<file path="src/rtl/vga_pkg.sv">
`default_nettype none
// ============================================================================
// Package : vga_pkg
// Brief   : Shared types and default geometry for the VGA framebuffer path.
// Rev     : 1.0 - initial release
// ============================================================================
package vga_pkg;

  // Default display geometry; one 16-bit word holds two pixels.
  localparam int H_RES              = 640;
  localparam int V_RES              = 480;
  localparam int DEF_WORDS_PER_LINE = H_RES / 2;
  localparam int LINE_NUM_W         = $clog2(V_RES);

  // Default framebuffer bus geometry.
  localparam int DEF_ADDR_W = 16;
  localparam int DEF_DATA_W = 16;

  // Arbiter states.
  typedef enum logic [1:0] {
    ST_IDLE  = 2'd0,
    ST_FETCH = 2'd1,
    ST_DRAIN = 2'd2
  } arb_state_t;

endpackage : vga_pkg
`default_nettype wire

</file>
<file path="src/rtl/vga_fb_arbiter.sv">
`default_nettype none
// ============================================================================
// Module : vga_fb_arbiter
// Brief  : Shares the single-port framebuffer SRAM between line fetches into
//          an external line buffer and CPU writes, with a bounded CPU wait
//          during a fetch.
// Rev    : 1.0 - initial release
// ============================================================================
module vga_fb_arbiter
  import vga_pkg::*;
#(
  parameter int ADDR_W         = DEF_ADDR_W,
  parameter int DATA_W         = DEF_DATA_W,
  parameter int WORDS_PER_LINE = DEF_WORDS_PER_LINE,
  parameter int CPU_SLOT       = 8
) (
  input  logic                              CLOCK_50,
  input  logic                              RESET_N,
  input  logic                              LINE_REQ,
  input  logic [LINE_NUM_W-1:0]             LINE_NUM,
  input  logic                              CPU_REQ,
  input  logic [ADDR_W-1:0]                 CPU_ADDR,
  input  logic [DATA_W-1:0]                 CPU_WDATA,
  output logic                              CPU_ACK,
  output logic [ADDR_W-1:0]                 MEM_ADDR,
  output logic [DATA_W-1:0]                 MEM_WDATA,
  output logic                              MEM_WE,
  output logic                              MEM_RE,
  input  logic [DATA_W-1:0]                 MEM_RDATA,
  output logic                              LB_WE,
  output logic [$clog2(WORDS_PER_LINE)-1:0] LB_ADDR,
  output logic [DATA_W-1:0]                 LB_WDATA,
  output logic                              FETCH_BUSY,
  output logic                              UNDERRUN
);

  localparam int LB_AW  = $clog2(WORDS_PER_LINE);
  localparam int WAIT_W = $clog2(CPU_SLOT + 1);

  arb_state_t          r_state;
  arb_state_t          w_state_nxt;
  logic [ADDR_W-1:0]   r_base;
  logic [LB_AW-1:0]    r_rd_cnt;
  logic [WAIT_W-1:0]   r_wait_cnt;
  logic                r_mem_re;
  logic                r_mem_we;
  logic                r_cpu_ack;
  logic [ADDR_W-1:0]   r_mem_addr;
  logic [DATA_W-1:0]   r_mem_wdata;
  logic [LB_AW-1:0]    r_re_idx;
  logic                r_lb_we;
  logic [LB_AW-1:0]    r_lb_addr;
  logic                r_underrun;

  logic                w_cpu_pend;
  logic                w_last_rd;
  logic                w_slot_due;
  logic                w_issue_rd;
  logic                w_grant;
  logic                w_line_start;

  // A request seen while its own ACK is still high is the tail of the last write.
  assign w_cpu_pend   = CPU_REQ & ~r_cpu_ack;
  assign w_last_rd    = (r_rd_cnt == LB_AW'(WORDS_PER_LINE - 1));
  assign w_slot_due   = (r_wait_cnt == WAIT_W'(CPU_SLOT));
  assign w_line_start = (r_state == ST_IDLE) & LINE_REQ;

  // State register.
  always_ff @(posedge CLOCK_50 or negedge RESET_N) begin
    if (!RESET_N) r_state <= ST_IDLE;
    else          r_state <= w_state_nxt;
  end

  // Next-state logic: FETCH ends on the edge that issues the last read.
  always_comb begin
    w_state_nxt = r_state;
    case (r_state)
      ST_IDLE:  if (LINE_REQ) w_state_nxt = ST_FETCH;
      ST_FETCH: if (w_issue_rd && w_last_rd) w_state_nxt = ST_DRAIN;
      ST_DRAIN: w_state_nxt = ST_IDLE;
      default:  w_state_nxt = ST_IDLE;
    endcase
  end

  // Slot decision: a line request beats the CPU in IDLE; in FETCH the CPU
  // only takes a slot once it has waited out CPU_SLOT reads.
  always_comb begin
    w_issue_rd = 1'b0;
    w_grant    = 1'b0;
    case (r_state)
      ST_IDLE:  w_grant = w_cpu_pend & ~LINE_REQ;
      ST_FETCH: begin
        if (w_cpu_pend && w_slot_due) w_grant    = 1'b1;
        else                          w_issue_rd = 1'b1;
      end
      ST_DRAIN: w_grant = w_cpu_pend;
      default:  w_grant = 1'b0;
    endcase
  end

  // Fetch counters: base latched on acceptance, read index and CPU wait count.
  always_ff @(posedge CLOCK_50 or negedge RESET_N) begin
    if (!RESET_N) begin
      r_base     <= '0;
      r_rd_cnt   <= '0;
      r_wait_cnt <= '0;
    end else if (w_line_start) begin
      r_base     <= ADDR_W'(32'(LINE_NUM) * 32'(WORDS_PER_LINE));
      r_rd_cnt   <= '0;
      r_wait_cnt <= '0;
    end else if (w_issue_rd) begin
      r_rd_cnt <= w_last_rd ? '0 : r_rd_cnt + 1'b1;
      if (w_cpu_pend && !w_slot_due) r_wait_cnt <= r_wait_cnt + 1'b1;
    end else if (w_grant) begin
      r_wait_cnt <= '0;
    end
  end

  // Registered SRAM command, CPU ACK and the one-stage line-buffer pipeline.
  always_ff @(posedge CLOCK_50 or negedge RESET_N) begin
    if (!RESET_N) begin
      r_mem_re    <= 1'b0;
      r_mem_we    <= 1'b0;
      r_cpu_ack   <= 1'b0;
      r_mem_addr  <= '0;
      r_mem_wdata <= '0;
      r_re_idx    <= '0;
      r_lb_we     <= 1'b0;
      r_lb_addr   <= '0;
    end else begin
      r_mem_re  <= w_issue_rd;
      r_mem_we  <= w_grant;
      r_cpu_ack <= w_grant;
      if (w_issue_rd) begin
        r_mem_addr <= r_base + ADDR_W'(r_rd_cnt);
        r_re_idx   <= r_rd_cnt;
      end else if (w_grant) begin
        r_mem_addr  <= CPU_ADDR;
        r_mem_wdata <= CPU_WDATA;
      end
      r_lb_we   <= r_mem_re;
      r_lb_addr <= r_re_idx;
    end
  end

  // Sticky underrun: a line request while busy is dropped and remembered.
  always_ff @(posedge CLOCK_50 or negedge RESET_N) begin
    if (!RESET_N)                           r_underrun <= 1'b0;
    else if (LINE_REQ && r_state != ST_IDLE) r_underrun <= 1'b1;
  end

  assign CPU_ACK    = r_cpu_ack;
  assign MEM_ADDR   = r_mem_addr;
  assign MEM_WDATA  = r_mem_wdata;
  assign MEM_WE     = r_mem_we;
  assign MEM_RE     = r_mem_re;
  assign LB_WE      = r_lb_we;
  assign LB_ADDR    = r_lb_addr;
  assign LB_WDATA   = MEM_RDATA;
  assign FETCH_BUSY = (r_state != ST_IDLE) | r_lb_we;
  assign UNDERRUN   = r_underrun;

endmodule : vga_fb_arbiter
`default_nettype wire

</file>
<file path="config.mk">
export PLATFORM = sky130hd
export DESIGN_NAME = vga_fb_arbiter
export DESIGN_NICKNAME = d
export VERILOG_FILES = /design/src/rtl/vga_pkg.sv /design/src/rtl/vga_fb_arbiter.sv
export SDC_FILE = /design/constraint.sdc
export NUM_CORES = 1
export LEC_CHECK = 0
export CORE_MARGIN = 3
export CORE_UTILIZATION = 45
export CTS_CLUSTER_DIAMETER = 150
export DETAILED_ROUTE_END_ITERATION = 7
export PLACE_DENSITY = 0.79
export SYNTH_ARGS = -nofsm -noshare
export SYNTH_HDL_FRONTEND = slang
export SYNTH_SLANG_ARGS = --single-unit
</file>
<file path="constraint.sdc">
create_clock -name CLOCK_50 -period 2.1 [get_ports CLOCK_50]
set_input_delay 0.21 -clock CLOCK_50 [delete_from_list [all_inputs] [get_ports CLOCK_50]]
set_output_delay 0.21 -clock CLOCK_50 [all_outputs]
set_load 0.03 [all_outputs]
</file>
==> flow_metrics.env, run 1 <==
export IMPL_clkSlewWorstSetupHoldPaths_ns=0.08
export IMPL_syn_area_per_cell_um2=10.7
export IMPL_die_x_um=97.7
export IMPL_routed_wl_mm=8.10
export IMPL_antenna_found_initial=0
export IMPL_clockBufferDepth=2
export IMPL_post_route_min_period_ns=1.97
export IMPL_grt_pass1_wl_mm=13.8
export IMPL_r2r_end="MEM_ADDR[14]"
export IMPL_vias=2871
export IMPL_cap_violations=0
export IMPL_hold_viol=0
export IMPL_seq_area_frac_synth=0.523
export IMPL_n_antenna_cell=0
export IMPL_worst_r2r_setup_slack_ns=0.17
export IMPL_cts_max_level=3
export IMPL_grt_max_degree=37
export IMPL_hpwl_mm=5.97
export IMPL_synth_nets=434
export IMPL_track_usage=0.176
export IMPL_ir_drop_v=0.000512
export IMPL_die_h_um=97.7
export IMPL_area_growth_pct=32.8
export IMPL_core_area_um2=7930
export IMPL_use_met3=0.0416
export IMPL_cts_sinks=79
export IMPL_nNetsFinal=530
export IMPL_io_pins=124
export IMPL_drv_slew=0
export IMPL_busiest_layer="met2"
export IMPL_syn_area_um2=3780
export IMPL_path_class="reg2out"
export IMPL_synthCells=352
export IMPL_run_status="finished clean"
export IMPL_dp_slack_ns=-0.172
export IMPL_powerDensity_nw_per_um2=1360
export IMPL_drc=0
export IMPL_cts_buffers=9
export IMPL_layout_drive_gt1_share=0.132
export IMPL_synth_distinct_cells=43
export IMPL_die_area_um2=9540
export IMPL_crit_fanout=6
export IMPL_fmax_mhz=507
export IMPL_ys_ff_latch=79
export IMPL_worstPathRequired_ns=1.89
export IMPL_layout_setup_ws_ns=0.128
export IMPL_fp_row_count=32
export IMPL_dr_pass1_iters=4
export IMPL_worstSetupStartpoint="r_state[0]"
export IMPL_root_buffer="clkbuf_8"
export IMPL_grt_pass1_vias=2960
export IMPL_worst_pin_slew_ns=0.467
export IMPL_clk_latency_ns=0.35
export IMPL_crit_path_end_kind="output pin"
export IMPL_slew_headroom=0.689
export IMPL_finalCritPeriodShare=0.939
export IMPL_setup_tns_ns=0
export IMPL_arrival_ns=1.76
export IMPL_postCtsSetupBuffers=0
export IMPL_r2r_start="r_rd_cnt[6]"
export IMPL_postCtsResizedCells=0
export IMPL_rsz0062_at_grt="no"
export IMPL_yosysWarnings=0
export IMPL_clock_skew_ns=0.00875
export IMPL_endpoint="FETCH_BUSY"
export IMPL_first_iter_violations=129
export IMPL_cts_tree="built"
export IMPL_hp_class="in2async"
export IMPL_grt_use_met1=0.210
export IMPL_setup_violations=0
export IMPL_cts_hold_fix_buffers=1
export IMPL_antenna_left=0
export IMPL_crit_path_start_kind="flop"
export IMPL_initial_utilization=0.477
export IMPL_post_drt_wl_per_cell_um=14.6
export IMPL_via_per_inst=5.17
export IMPL_use_met2=0.309
export IMPL_leakage_nw=2.27
export IMPL_overflow=0
export IMPL_io_buffers=91
export IMPL_gp_congestion=0.804
export IMPL_r2r_worst_path_cells=7
==> logic make-up after synthesis <==
family / Yosys count / synth area share
XOR/XNOR: 14 / 0.0324
multiplexers: 20 / 0.0596
adder cells (fa/ha/maj): 21 / 0.0735
buffers and inverters: 39 / 0.0615
AND/OR/NAND/NOR: 114 / 0.142
flip-flops: 79 / 0.523
AO/OA/AOI/OAI: 65 / 0.109
==> Yosys cell counts <==
cell type | count | area share
dfrtp_1 | 79 | 0.52
nand2_1 | 61 | 0.061
o21ai_0 | 30 | 0.040
mux2_2 | 20 | 0.060
ha_1 | 19 | 0.063
buf_4 | 18 | 0.036
nor2_1 | 15 | 0.015
inv_1 | 13 | 0.013
nand3_1 | 13 | 0.017
a22oi_1 | 9 | 0.018
xnor2_1 | 7 | 0.016
xor2_1 | 7 | 0.016
a21o_1 | 6 | 0.012
nand2b_1 | 6 | 0.0099
a21oi_1 | 4 | 0.0053
clkbuf_1 | 4 | 0.0040
o21ai_1 | 4 | 0.0053
nor2b_1 | 3 | 0.0050
nor3_1 | 3 | 0.0040
a211oi_1 | 2 | 0.0040
a221oi_1 | 2 | 0.0046
buf_6 | 2 | 0.0060
fa_1 | 2 | 0.011
nor4_1 | 2 | 0.0033
o31ai_1 | 2 | 0.0040
or3_1 | 2 | 0.0033
a22o_1 | 1 | 0.0023
and2b_1 | 1 | 0.0020
and3_1 | 1 | 0.0017
and3_2 | 1 | 0.0020
and4_1 | 1 | 0.0023
buf_2 | 1 | 0.0013
inv_4 | 1 | 0.0017
nand2_4 | 1 | 0.0030
nand3b_4 | 1 | 0.0053
nand4b_1 | 1 | 0.0023
nor3b_1 | 1 | 0.0020
o2111ai_1 | 1 | 0.0023
o21ai_4 | 1 | 0.0043
o21bai_2 | 1 | 0.0030
o22a_1 | 1 | 0.0023
o22ai_1 | 1 | 0.0017
or4_4 | 1 | 0.0030
==> where the power goes <==
part	switching, mW	internal (mW)
logic	1.63	1.33
registers	0.408	2.11
clock network	0.554	0.793
total	2.59	4.23
==> metrics by stage <==
| stage | instances | hold WS [ns] | area, um^2 | utilization | total power, mW |
|---|---|---|---|---|---|
| floorplan | 352 | -0.0856 | 3780 | - | 4.36 |
| global placement | 538 | 0.190 | 4770 | 0.602 | 5.42 |
| detailed placement | 538 | 0.194 | 4770 | 0.602 | 5.52 |
| CTS | 555 | 0.367 | 5020 | 0.634 | 6.88 |
| global route | 555 | 0.388 | 5020 | 0.634 | 7.22 |
| finish | 555 | 0.359 | 5020 | 0.634 | 6.82 |
==> registers in the layout (all words and copies together), names as in the netlist, 2 cells and up <==
name	flops
MEM_ADDR	16
MEM_WDATA	16
r_base	10
LB_ADDR	9
r_rd_cnt	9
r_re_idx	9
r_wait_cnt	4
r_state	2
==> worst max-delay path, cell delays in order, from the launching register on <==
cell and delay, ns:
dfrtp_1 0.44, or3_1 0.38, clkdlybuf4s50_1 0.61
==> cell usage in the layout (no fill, tap or decap), types with 2 or more instances in the layout <==
| cell | synthesis | layout |
|---|---|---|
| a211oi_1 | 2 | 2 |
| xor2_1 | 7 | 7 |
| nand3_1 | 13 | 13 |
| mux2_2 | 20 | 20 |
| nor2b_1 | 3 | 3 |
| clkbuf_1 | 4 | 2 |
| nor4_1 | 2 | 2 |
| clkdlybuf4s50_1 | 0 | 90 |
| ha_1 | 19 | 19 |
| buf_4 | 18 | 19 |
| o21ai_0 | 30 | 30 |
| a22oi_1 | 9 | 9 |
| clkbuf_8 | 0 | 9 |
| a221oi_1 | 2 | 2 |
| or3_1 | 2 | 2 |
| a21o_1 | 6 | 6 |
| nand2_1 | 61 | 61 |
| nand2b_1 | 6 | 6 |
| o31ai_1 | 2 | 2 |
| bufinv_16 | 0 | 3 |
| nor3_1 | 3 | 3 |
| a21oi_1 | 4 | 4 |
| dfrtp_1 | 79 | 79 |
| o21ai_1 | 4 | 4 |
| nor2_1 | 15 | 15 |
| inv_1 | 13 | 13 |
| xnor2_1 | 7 | 7 |
| fa_1 | 2 | 2 |
==> worst min path at each step <==
stage	from	end	slack (ns)	cells past startpoint
after floorplan	RESET_N	CPU_ACK	-0.09	0
after global placement	RESET_N	LB_ADDR[8]	0.19	1
after detailed placement	RESET_N	LB_ADDR[8]	0.19	1
after CTS	RESET_N	r_rd_cnt[3]	0.37	2
after global routing	RESET_N	r_rd_cnt[2]	0.39	2
final	RESET_N	LB_ADDR[8]	0.36	2
==> per-layer routing <==
layer,routed length [um],up-vias
met1,3490,1377
met2,4080,79
li1,-,1396
met5,0,-
met4,75,0
met3,451,19
==> layout make-up <==
| cell class | count | area [um^2] |
|---|---|---|
| multi-input combinational | 234 | 1570 |
| tap | 102 | 128 |
| clock buffer | 11 | 131 |
| clock inverter | 5 | 106 |
| inverter | 14 | 55.1 |
| timing repair buffer | 110 | 1050 |
| fill | 644 | 2910 |
| sequential | 79 | 1980 |
(Power assumes the default switching activity.)
==> run 2: changes to the inputs <==
CORE_ASPECT_RATIO = 1.1   (was default)
==> run 2 against run 1 <==
  * Hold slack gained 0.020 ns
  * Cell area shrank 0.72%
  * Flip-flop and latch count is the same
  * Die area is essentially flat
  * Core utilization shrank 1.3 points
  * Global-route usage grew 0.52 points
  * Total power shrank 3.1%
  * Non-clock buffer count shrank 4
  * Sequential share of layout area grew 0.29 points
  * Wire length grew 0.58%
  * Critical path type unchanged
  * Highest routed layer unchanged
==> flow_metrics.env, run 2 (same netlist as run 1, synthesis figures left out) <==
export IMPL_run_status="finished clean"
export IMPL_crit_chain="or3_1 -> clkdlybuf4s50_1"
export IMPL_rsz0062_at_grt="no"
export IMPL_fmax_mhz=509
export IMPL_clock_skew_ns=0.0123
export IMPL_fp_row_count=34
export IMPL_worst_r2r_setup_slack_ns=0.26
export IMPL_area_growth_pct=31.9
export IMPL_track_usage=0.181
export IMPL_via_per_inst=5.13
export IMPL_dr_pass1_iters=4
export IMPL_post_drt_wl_per_cell_um=14.7
export IMPL_clk_latency_ns=0.35
export IMPL_cts_max_level=3
export IMPL_vias=2850
export IMPL_overflow=0
export IMPL_powerDensity_nw_per_um2=1330
export IMPL_core_area_um2=8040
export IMPL_die_h_um=102
export IMPL_post_route_min_period_ns=1.97
export IMPL_cpMaxStageDelayCell="clkdlybuf4s50_1"
export IMPL_first_iter_violations=204
export IMPL_die_area_um2=9540
export IMPL_crit_fanout=6
export IMPL_layout_drive_gt1_share=0.129
export IMPL_hp_class="reg2reg"
export IMPL_slew_headroom=0.529
export IMPL_antenna_left=0
export IMPL_hold_viol=0
export IMPL_path_class="reg2out"
export IMPL_crit_path_start_kind="flop"
export IMPL_layout_common_cells="clkdlybuf4s50_1, dfrtp_1, nand2_1"
export IMPL_cts_buffers=9
export IMPL_grt_max_degree=52
export IMPL_dpl_cell_area_um2=4780
export IMPL_n_antenna_cell=0
export IMPL_grt_pass1_wl_mm=13.7
export IMPL_root_buffer="clkbuf_8"
export IMPL_setup_violations=0
export IMPL_drv_slew=0
export IMPL_leakage_nw=2.24
export IMPL_setup_tns_ns=0
export IMPL_antenna_found_initial=0
export IMPL_drc=0
export IMPL_cts_tree="built"
export IMPL_layout_commonest_cell="clkdlybuf4s50_1"
export IMPL_worstPathRequired_ns=1.89
export IMPL_final_cell_count_no_fill=556
export IMPL_ir_drop_v=0.000410
export IMPL_postCtsSetupBuffers=0
export IMPL_dp_cells=540
export IMPL_hpwl_mm=6.13
export IMPL_cap_violations=0
export IMPL_die_x_um=93.4
export IMPL_fin_area_um2=4990
export IMPL_clockBufferDepth=2
export IMPL_io_buffers=91
export IMPL_initial_utilization=0.470
export IMPL_slowest_delay_ns=0.60
export IMPL_crit_path_end_kind="output pin"
export IMPL_io_pins=124
export IMPL_gp_congestion=0.829
export IMPL_grt_pass1_vias=2927
export IMPL_total_power_mw=6.61
export IMPL_worst_pin_slew_ns=0.706
export IMPL_nNetsFinal=526
export IMPL_routed_wl_mm=8.15
export IMPL_clkSlewWorstSetupHoldPaths_ns=0.08
export IMPL_finalCritPeriodShare=0.936
export IMPL_final_core_utilization=0.620
export IMPL_arrival_ns=1.76
export IMPL_cts_sinks=79
## run 2: cell count changes in the layout (fill, tap and decap cells not counted)
cell | before | now
bufinv_16 | 3 | 1
clkinv_2 | 0 | 1
clkbuf_8 | 9 | 10
buf_4 | 19 | 13
nor2_1 | 15 | 14
clkinvlp_4 | 1 | 2
buf_12 | 0 | 2
clkbuf_1 | 2 | 0
nor2_2 | 0 | 1
## run 2: stage by stage
step           hold slack, ns  worst slack, ns
2_1_floorplan         -0.0856            0.300
3_3_place_gp            0.275           -0.127
3_5_place_dp            0.278           -0.217
4_1_cts                 0.384           0.0913
5_1_grt                 0.398           0.0375
6_report                0.380            0.135
## run 2: worst max-delay path: cells and delay by family, from the launching register on
family / cells / cell delay (ns)
and+or+nand+nor: 1 / 0.38
DFF: 1 / 0.44
buffers and inverters: 1 / 0.60
## run 2: report_power, final
group | internal [mW] | switching, mW
clock | 0.575 | 0.552
combinational | 1.33 | 1.63
sequential | 2.11 | 0.414
total | 4.02 | 2.60
## run 2: cell type report
type	count	area, um^2
Multi-Input combinational cell	234	1570
Inverter	14	55.1
Sequential cell	79	1980
Timing Repair Buffer	106	1050
Tap cell	108	135
Clock buffer	10	138
Fill cell	658	3050
Clock inverter	5	58.8
## run 2: routing by layer
metal,vias up,GRT usage,share of wire
met2,69,0.310,0.52
met5,-,0,0
met1,1386,0.223,0.42
met3,11,0.0390,0.041
li1,1384,-,-
met4,0,0.0755,0.017
## run 2: timing repair
item	CTS	global route
gates resized for setup	0	1
endpoints found under the setup margin	0	7
hold buffers	1	0
endpoints found under the hold margin	50	0
## run 2: final timing paths
check	from	end	cells after the start
max in group asynchronous	RESET_N	r_base[12]	3
max	r_state[0]	FETCH_BUSY	2
min in group asynchronous	RESET_N	MEM_WDATA[1]	2
min	MEM_RE	LB_WE	0
max reg2reg	r_rd_cnt[0]	r_rd_cnt[3]	6
min reg2reg	MEM_RE	LB_WE	0
